[config.mk]
export PLATFORM = sky130hd
export DESIGN_NAME = seq010_tx
export DESIGN_NICKNAME = d
export VERILOG_FILES = /design/src/rtl/seq010_tx.sv
export SDC_FILE = /design/constraint.sdc
export NUM_CORES = 1
export LEC_CHECK = 0
export ABC_AREA = 0
export CELL_PAD_IN_SITES_DETAIL_PLACEMENT = 1
export CELL_PAD_IN_SITES_GLOBAL_PLACEMENT = 1
export CORE_UTILIZATION = 42
export DETAILED_ROUTE_END_ITERATION = 10
export HOLD_SLACK_MARGIN = 0.12
export PLACE_DENSITY = 0.91
export SLEW_MARGIN = 20
export SYNTH_ARGS = -nofsm -noshare
export SYNTH_HDL_FRONTEND = slang
export SYNTH_SLANG_ARGS = --single-unit
[constraint.sdc]
create_clock -name clk -period 3.2 [get_ports clk]
set_input_delay 0.48 -clock clk [delete_from_list [all_inputs] [get_ports clk]]
set_output_delay 0.48 -clock clk [all_outputs]
set_load 0.02 [all_outputs]
[src/rtl/seq010_tx.sv]
// Serial "010" burst transmitter: sends n_pat "010" patterns separated by idle-high gap bits.
// Optional SEQ010_TX_OVERLAP_EN: consecutive patterns share the boundary zero, with no gap.
module seq010_tx #(
    parameter int unsigned GAP_BITS = 1,
    parameter int unsigned CNT_W    = 10
) (
    input  logic             clk,
    input  logic             rst,
    input  logic             start,
    input  logic [CNT_W-1:0] n_pat,
    output logic             xout,
    output logic             busy,
    output logic             done,
    output logic [CNT_W-1:0] count
);

    typedef enum logic [2:0] {
        S_IDLE,
        S_B0,
        S_B1,
        S_B2,
        S_GAP,
        S_DONE
    } state_t;

    state_t           state_q, state_d;
    logic [CNT_W-1:0] count_q, count_d;
    logic [CNT_W-1:0] npat_q, npat_d;
    logic [CNT_W-1:0] cnt_inc;

`ifndef SEQ010_TX_OVERLAP_EN
    localparam int unsigned GW_RAW = $clog2(GAP_BITS + 1);
    localparam int unsigned GW     = (GW_RAW < 1) ? 1 : GW_RAW;

    logic [GW-1:0] gap_q, gap_d;
`endif

    assign cnt_inc = count_q + 1'b1;

    always_ff @(posedge clk or posedge rst) begin
        if (rst) begin
            state_q <= S_IDLE;
            count_q <= '0;
            npat_q  <= '0;
`ifndef SEQ010_TX_OVERLAP_EN
            gap_q   <= '0;
`endif
        end else begin
            state_q <= state_d;
            count_q <= count_d;
            npat_q  <= npat_d;
`ifndef SEQ010_TX_OVERLAP_EN
            gap_q   <= gap_d;
`endif
        end
    end

    always_comb begin
        state_d = state_q;
        count_d = count_q;
        npat_d  = npat_q;
`ifndef SEQ010_TX_OVERLAP_EN
        gap_d   = gap_q;
`endif
        unique case (state_q)
            S_IDLE: begin
                if (start) begin
                    count_d = '0;
                    if (n_pat != '0) begin
                        npat_d  = n_pat;
                        state_d = S_B0;
                    end else begin
                        state_d = S_DONE;
                    end
                end
            end
            S_B0: state_d = S_B1;
            S_B1: state_d = S_B2;
            S_B2: begin
                // Comparing the incremented value lets n_pat = 2^CNT_W-1 finish without wrapping.
                count_d = cnt_inc;
                if (cnt_inc == npat_q) begin
                    state_d = S_DONE;
                end else begin
`ifdef SEQ010_TX_OVERLAP_EN
                    state_d = S_B1;
`else
                    if (GAP_BITS > 0) begin
                        gap_d   = GW'(GAP_BITS);
                        state_d = S_GAP;
                    end else begin
                        state_d = S_B0;
                    end
`endif
                end
            end
            S_GAP: begin
`ifndef SEQ010_TX_OVERLAP_EN
                if (gap_q <= GW'(1)) begin
                    state_d = S_B0;
                end else begin
                    gap_d = gap_q - GW'(1);
                end
`else
                state_d = S_B1;
`endif
            end
            S_DONE:  state_d = S_IDLE;
            default: state_d = S_IDLE;
        endcase
    end

    assign xout  = !((state_q == S_B0) || (state_q == S_B2));
    assign busy  = (state_q != S_IDLE);
    assign done  = (state_q == S_DONE);
    assign count = count_q;

endmodule

-- After elaboration in Yosys (flattened, before gate mapping)
Cells that the tools add are included.
W data, S select, Z words.
- memories: 0
- latch bits: 0
- RAM bits: 0
- output and inout port bits: 13
- bits of input ports: 13
- bits in registers: 24
- memory bits (read-only): 0
- $mul: 0
- mux-type cells: 10
- reduce and logical (&&, ||, !) cells: 11
- shift operators: 0
- bitwise logic cells: 0
- eq/ne operators: 10
- divide/modulo/power cells: 0
- add/sub/neg operators: 2
- magnitude comparators: 1
- operator list (cell ; count):
    $pmux W10 S2 ; 1
    $pmux W3 S5 ; 1
    $add A10 B1 Y10 const B ; 1
    $eq A10 B10 Y1 ; 1
    $mux W10 ; 1
    $reduce_bool A10 Y1 ; 1
    $mux W3 ; 3
    $ne A2 B2 Y1 const B ; 4
    $eq A3 B2 Y1 const B ; 2
    $eq A3 B3 Y1 const B ; 2
    $reduce_and A3 Y1 ; 2
    $reduce_and A2 Y1 ; 2
    $reduce_bool A2 Y1 ; 2
    $eq A3 B1 Y1 const B ; 1
    $logic_not A3 Y1 ; 1
    $mux W1 ; 3
    $reduce_bool A3 Y1 ; 1
    $pmux W1 S2 ; 1
    $le A1 B1 Y1 const B ; 1
    $logic_not A1 Y1 ; 1
    $logic_or A1 B1 Y1 ; 1
    $sub A1 B1 Y1 const B ; 1

-- Logic depth before layout (Yosys ltp)
- depth after elaboration: 4
- mapped depth: 7
- depth with buffers taken out: 6

-- Least setup slack after synthesis
Ideal clock, no wire load.
- path kind: register -> register
- start: register count_q[0], in the netlist count[0]
- end: register state_q[0]
- path slack: 1335 ps
- arrival: 1770 ps
- clock period less this slack: 1865 ps
- required time: 3105 ps
- stages on the path, launching flop included: 8
- cell sequence: dfrtp_1 -> ha_1 -> and3_1 -> buf_2 -> and3_1 -> o31ai_1 -> o2111ai_1 -> o31ai_1
- word-level cells in the longest chain between the ends: 4
- RTL lines (item ; RTL line ; text):
    start, declared ; 27 ; logic [CNT_W-1:0] count_q, count_d;
    start signal, assigned ; 50 ; count_q <= count_d;
    $add A10 B1 Y10 ; 38 ; assign cnt_inc = count_q + 1'b1;
    $eq A10 B10 Y1 ; 82 ; if (cnt_inc == npat_q) begin
    $mux W1 ; 82 ;
    $pmux W3 S5 ; 65 ; unique case (state_q)
    end signal, assigned ; 49 ; state_q <= state_d;
    end, declared ; 26 ; state_t state_q, state_d;
Every way passes these cells.
A chain may end at the register's enable or synchronous reset.

-- Worst setup path after layout
- start: register state_q[0]
- end: output port busy
- word-level cells in the longest chain between the ends: 1
- RTL lines (item ; RTL line ; text):
    $reduce_bool A3 Y1 ; 114 ; assign busy = (state_q != S_IDLE);
    end, declared ; 12 ; output logic busy,
Every way passes these cells.

==> metrics.csv <==
stage,metric,value,unit
outcome,status,"finished, final reports clean",
setup_path,peak fanout along the critical path,7,
clocking,CTS sink cnt,23,
clocking,CTS tree,yes,
pwr,clock power share,0.105,
clocking,Post-CTS Resized,0,
timing,RSZ-0062 raised after global routing,false,
global_routing,total grt overflow,0,
setup_path,crit-path cells,nor3_1 -> inv_1 -> clkdlybuf4s50_1,
floorplan,io pins,26,
cells_and_area,fin area,1640,um^2
detailed_routing,post-route ant nets,0,
setup_path,CP endpoint kind,output port,
global_routing,largest net degree at the start of global routing,24,
setup_path,CP max stage delay,0.56,ns
timing,Worst Tran Pin Value,0.921,ns
synth,"Cell Area, Synth",1340,um^2
timing,final setup violation count,0,
detailed_routing,Pre-antenna DRT Iters,4,
synth,Syn. warnings,0,
synth,"FFs w/ async S/R, synth",1.00,
synth,Avg Inst Size Synth,9.72,um^2
clocking,CTS Buffer Depth,2,
clocking,worst skew pair latency,0.31,ns
pwr,VDD IR-drop max,0.426,mV
detailed_routing,vias per cell,5.74,
clocking,Clock Tree Root,clkbuf_4,
pwr,Sw Share,0.429,
detailed_routing,Routed WL per cell,16.4,um
placement,pre-CTS setup slack,0.907,ns
pwr,logic gate share of total power,0.482,
setup_path,slowest cell on the critical path,clkdlybuf4s50_1,
placement,Placed Area,1610,um^2
detailed_routing,drt total wl,3350,um
floorplan,std cell rows,20,
setup_path,critical path's top delay family,buffers and inverters,
synth,ys flop type,dfrtp_1,
timing,final hold vios,0,
global_routing,initial antenna violation count,0,
cells_and_area,"most common cell after layout, fill and taps aside",clkdlybuf4s50_1,
timing,Setup TNS,0,ns
global_routing,vias in the first global route,1167,
timing,f_max,429,MHz
synth,register bit total from synthesis,23,
timing,Pins Over Slew Limit,0,
clocking,H-Tree Depth,1,
clocking,CTS clock-pin slew for the worst setup and hold paths,0.13,ns
floorplan,initial core utilization,0.439,
synth,"area leader, netlist",dfrtp_1,
worst_hold_path,hold crit path type,reg -> reg,
cells_and_area,Non-Filler Instances,204,
cells_and_area,final-layout fill cell count,362,
cells_and_area,layout cell share with drive strength beyond 1,0.100,
setup_path,Worst Setup Start Kind,flip-flop,
placement,HPWL after detailed placement,2550,um
job,Max-Cap Viols,0,
global_routing,global-route wire length before repair,5640,um
timing,fin crit period,2.33,ns
pwr,switching power,0.562,mW
timing,hold slack,0.538,ns
setup_path,Critical Path AT,1.85,ns
synth,syn nets,152,
cells_and_area,"commonest cells after routing, fill and taps aside","25 x clkdlybuf4s50_1, 23 x dfrtp_1, 13 x o21ai_0, 8 x nand2_1",
clocking,CTS hold repair buffers,0,
cells_and_area,antenna fix cells,0,
synth,post-synth cell types,39,
placement,placed cells,200,
timing,final worst path period share,0.729,
floorplan,core area,3050,um^2
timing,Worst Skew,0.00650,ns
detailed_routing,First DRT Iteration DRCs,37,
clocking,Post-CTS Setup Bufs,0,
floorplan,Die Ht,58.5,um
pwr,Seq pwr share,0.413,
floorplan,die footprint,3420,um^2
pwr,leak pwr,0.670,nW
setup_path,worst path bufs/invs,2,
clocking,CTS buffer count,3,
setup_path,Setup Crit Path Kind,reg -> out,
floorplan,die width,58.5,um
placement,RD Place Congestion,0.814,
detailed_routing,Remaining DRCs,0,
timing,post-route worst setup slack,0.866,ns
cells_and_area,Final nets,175,
synth,Synth top area share,0.429,
synth,Post-synth EDFFs,0,
placement,PortBufs,25,
timing,Slew headroom,0.385,
global_routing,all-layer global routing usage,0.221,
setup_path,critical path required time,2.72,ns
synth,Synth Instances,138,
pwr,cell-internal power,0.747,mW
synth,Area contributors post-synth,"dfrtp_1 43%, mux2_2 5.9%, o21ai_0 4.9%, xnor2_1 4.6%, xor2_1 4.6%",
detailed_routing,total vias in the final route,1170,
cells_and_area,area delta synth->final,21.9,%
pwr,power per cell area,800,nW/um^2
synth,sequential area share after synthesis,0.429,
## flip-flops by register name, summed over array words and instances, names as in the netlist
| signal | count |
|---|---|
| count | 10 |
| state_q | 3 |
| npat_q | 10 |
## Yosys cell counts, types with 4 or more instances
master / n
o31ai_1: 6
dfrtp_1: 23
mux2_2: 7
xnor2_1: 7
nor2_1: 7
xor2_1: 7
buf_2: 4
o21ai_0: 13
nand2_1: 8
nand3_1: 4
inv_1: 5
and3_1: 7
a21oi_1: 6
## metal layers
layer,GRT usage,vias to the layer above,share of wire
met5,0,-,0
met4,0.0850,0,0.016
met3,0.0330,6,0.024
met2,0.365,27,0.49
met1,0.294,591,0.47
li1,-,546,-
## path summary, 6_finish.rpt
path | startpoint | endpoint | slack [ns] | cells after the start
setup / recovery | state_q[0]$_DFFE_PP0P_ | busy | 0.87 | 3
hold / removal | state_q[2]$_DFFE_PP0P_ | state_q[1]$_DFFE_PP0P_ | 0.54 | 1
setup reg to reg | count[0]$_DFFE_PP0P_ | state_q[0]$_DFFE_PP0P_ | 1.18 | 6
hold reg to reg | state_q[2]$_DFFE_PP0P_ | state_q[1]$_DFFE_PP0P_ | 0.54 | 1
max in group asynchronous | rst | count[7]$_DFFE_PP0P_ | 1.98 | 2
min in group asynchronous | rst | npat_q[8]$_DFFE_PP0P_ | 0.66 | 2
## through the flow
stage          utilization  total power, mW
4_1_cts              0.536             1.32
2_1_floorplan            -            0.945
5_1_grt              0.536             1.41
3_3_place_gp         0.527             1.12
3_5_place_dp         0.527             1.18
6_report             0.536             1.31
## worst reg2reg max path, cell delays in order, from the launching register on
cell and delay [ns]:
dfrtp_1 0.52, ha_1 0.29, and3_1 0.32, nand3_1 0.18, o21ai_0 0.21, o211ai_1 0.12, o31ai_1 0.29
## final cells by class
cell class | count | area, um^2 | area share
multi-input combinational | 102 | 704 | 0.431
sequential | 23 | 576 | 0.352
timing repair buffer | 25 | 250 | 0.153
tap | 44 | 55.1 | 0.0337
clock buffer | 3 | 22.5 | 0.0138
inverter | 6 | 22.5 | 0.0138
clock inverter | 1 | 5.00 | 0.00306
## power groups by stage
| stage | Clock, mW | Sequential (mW) | Combinational (mW) |
|---|---|---|---|
| 3_5_place_dp | 0 | 0.545 | 0.634 |
| 5_1_grt | 0.156 | 0.556 | 0.698 |
| 3_3_place_gp | 0 | 0.531 | 0.592 |
| 4_1_cts | 0.144 | 0.538 | 0.637 |
| 2_1_floorplan | 0 | 0.527 | 0.418 |
| 6_report | 0.137 | 0.541 | 0.631 |
## cells by family (layout without fill, tap and decap cells)
group           count (synthesis)  count (layout)  share of synthesized area
flops                          23              23                      0.429
simple gates                   42              42                      0.180
fa+ha+maj                       1               1                    0.00933
mux                            11              11                     0.0914
compound gates                 34              34                      0.153
buf+inv                        13              35                     0.0457
xor+xnor                       14              14                     0.0914
Note: power is estimated with default switching activity, not from simulation.
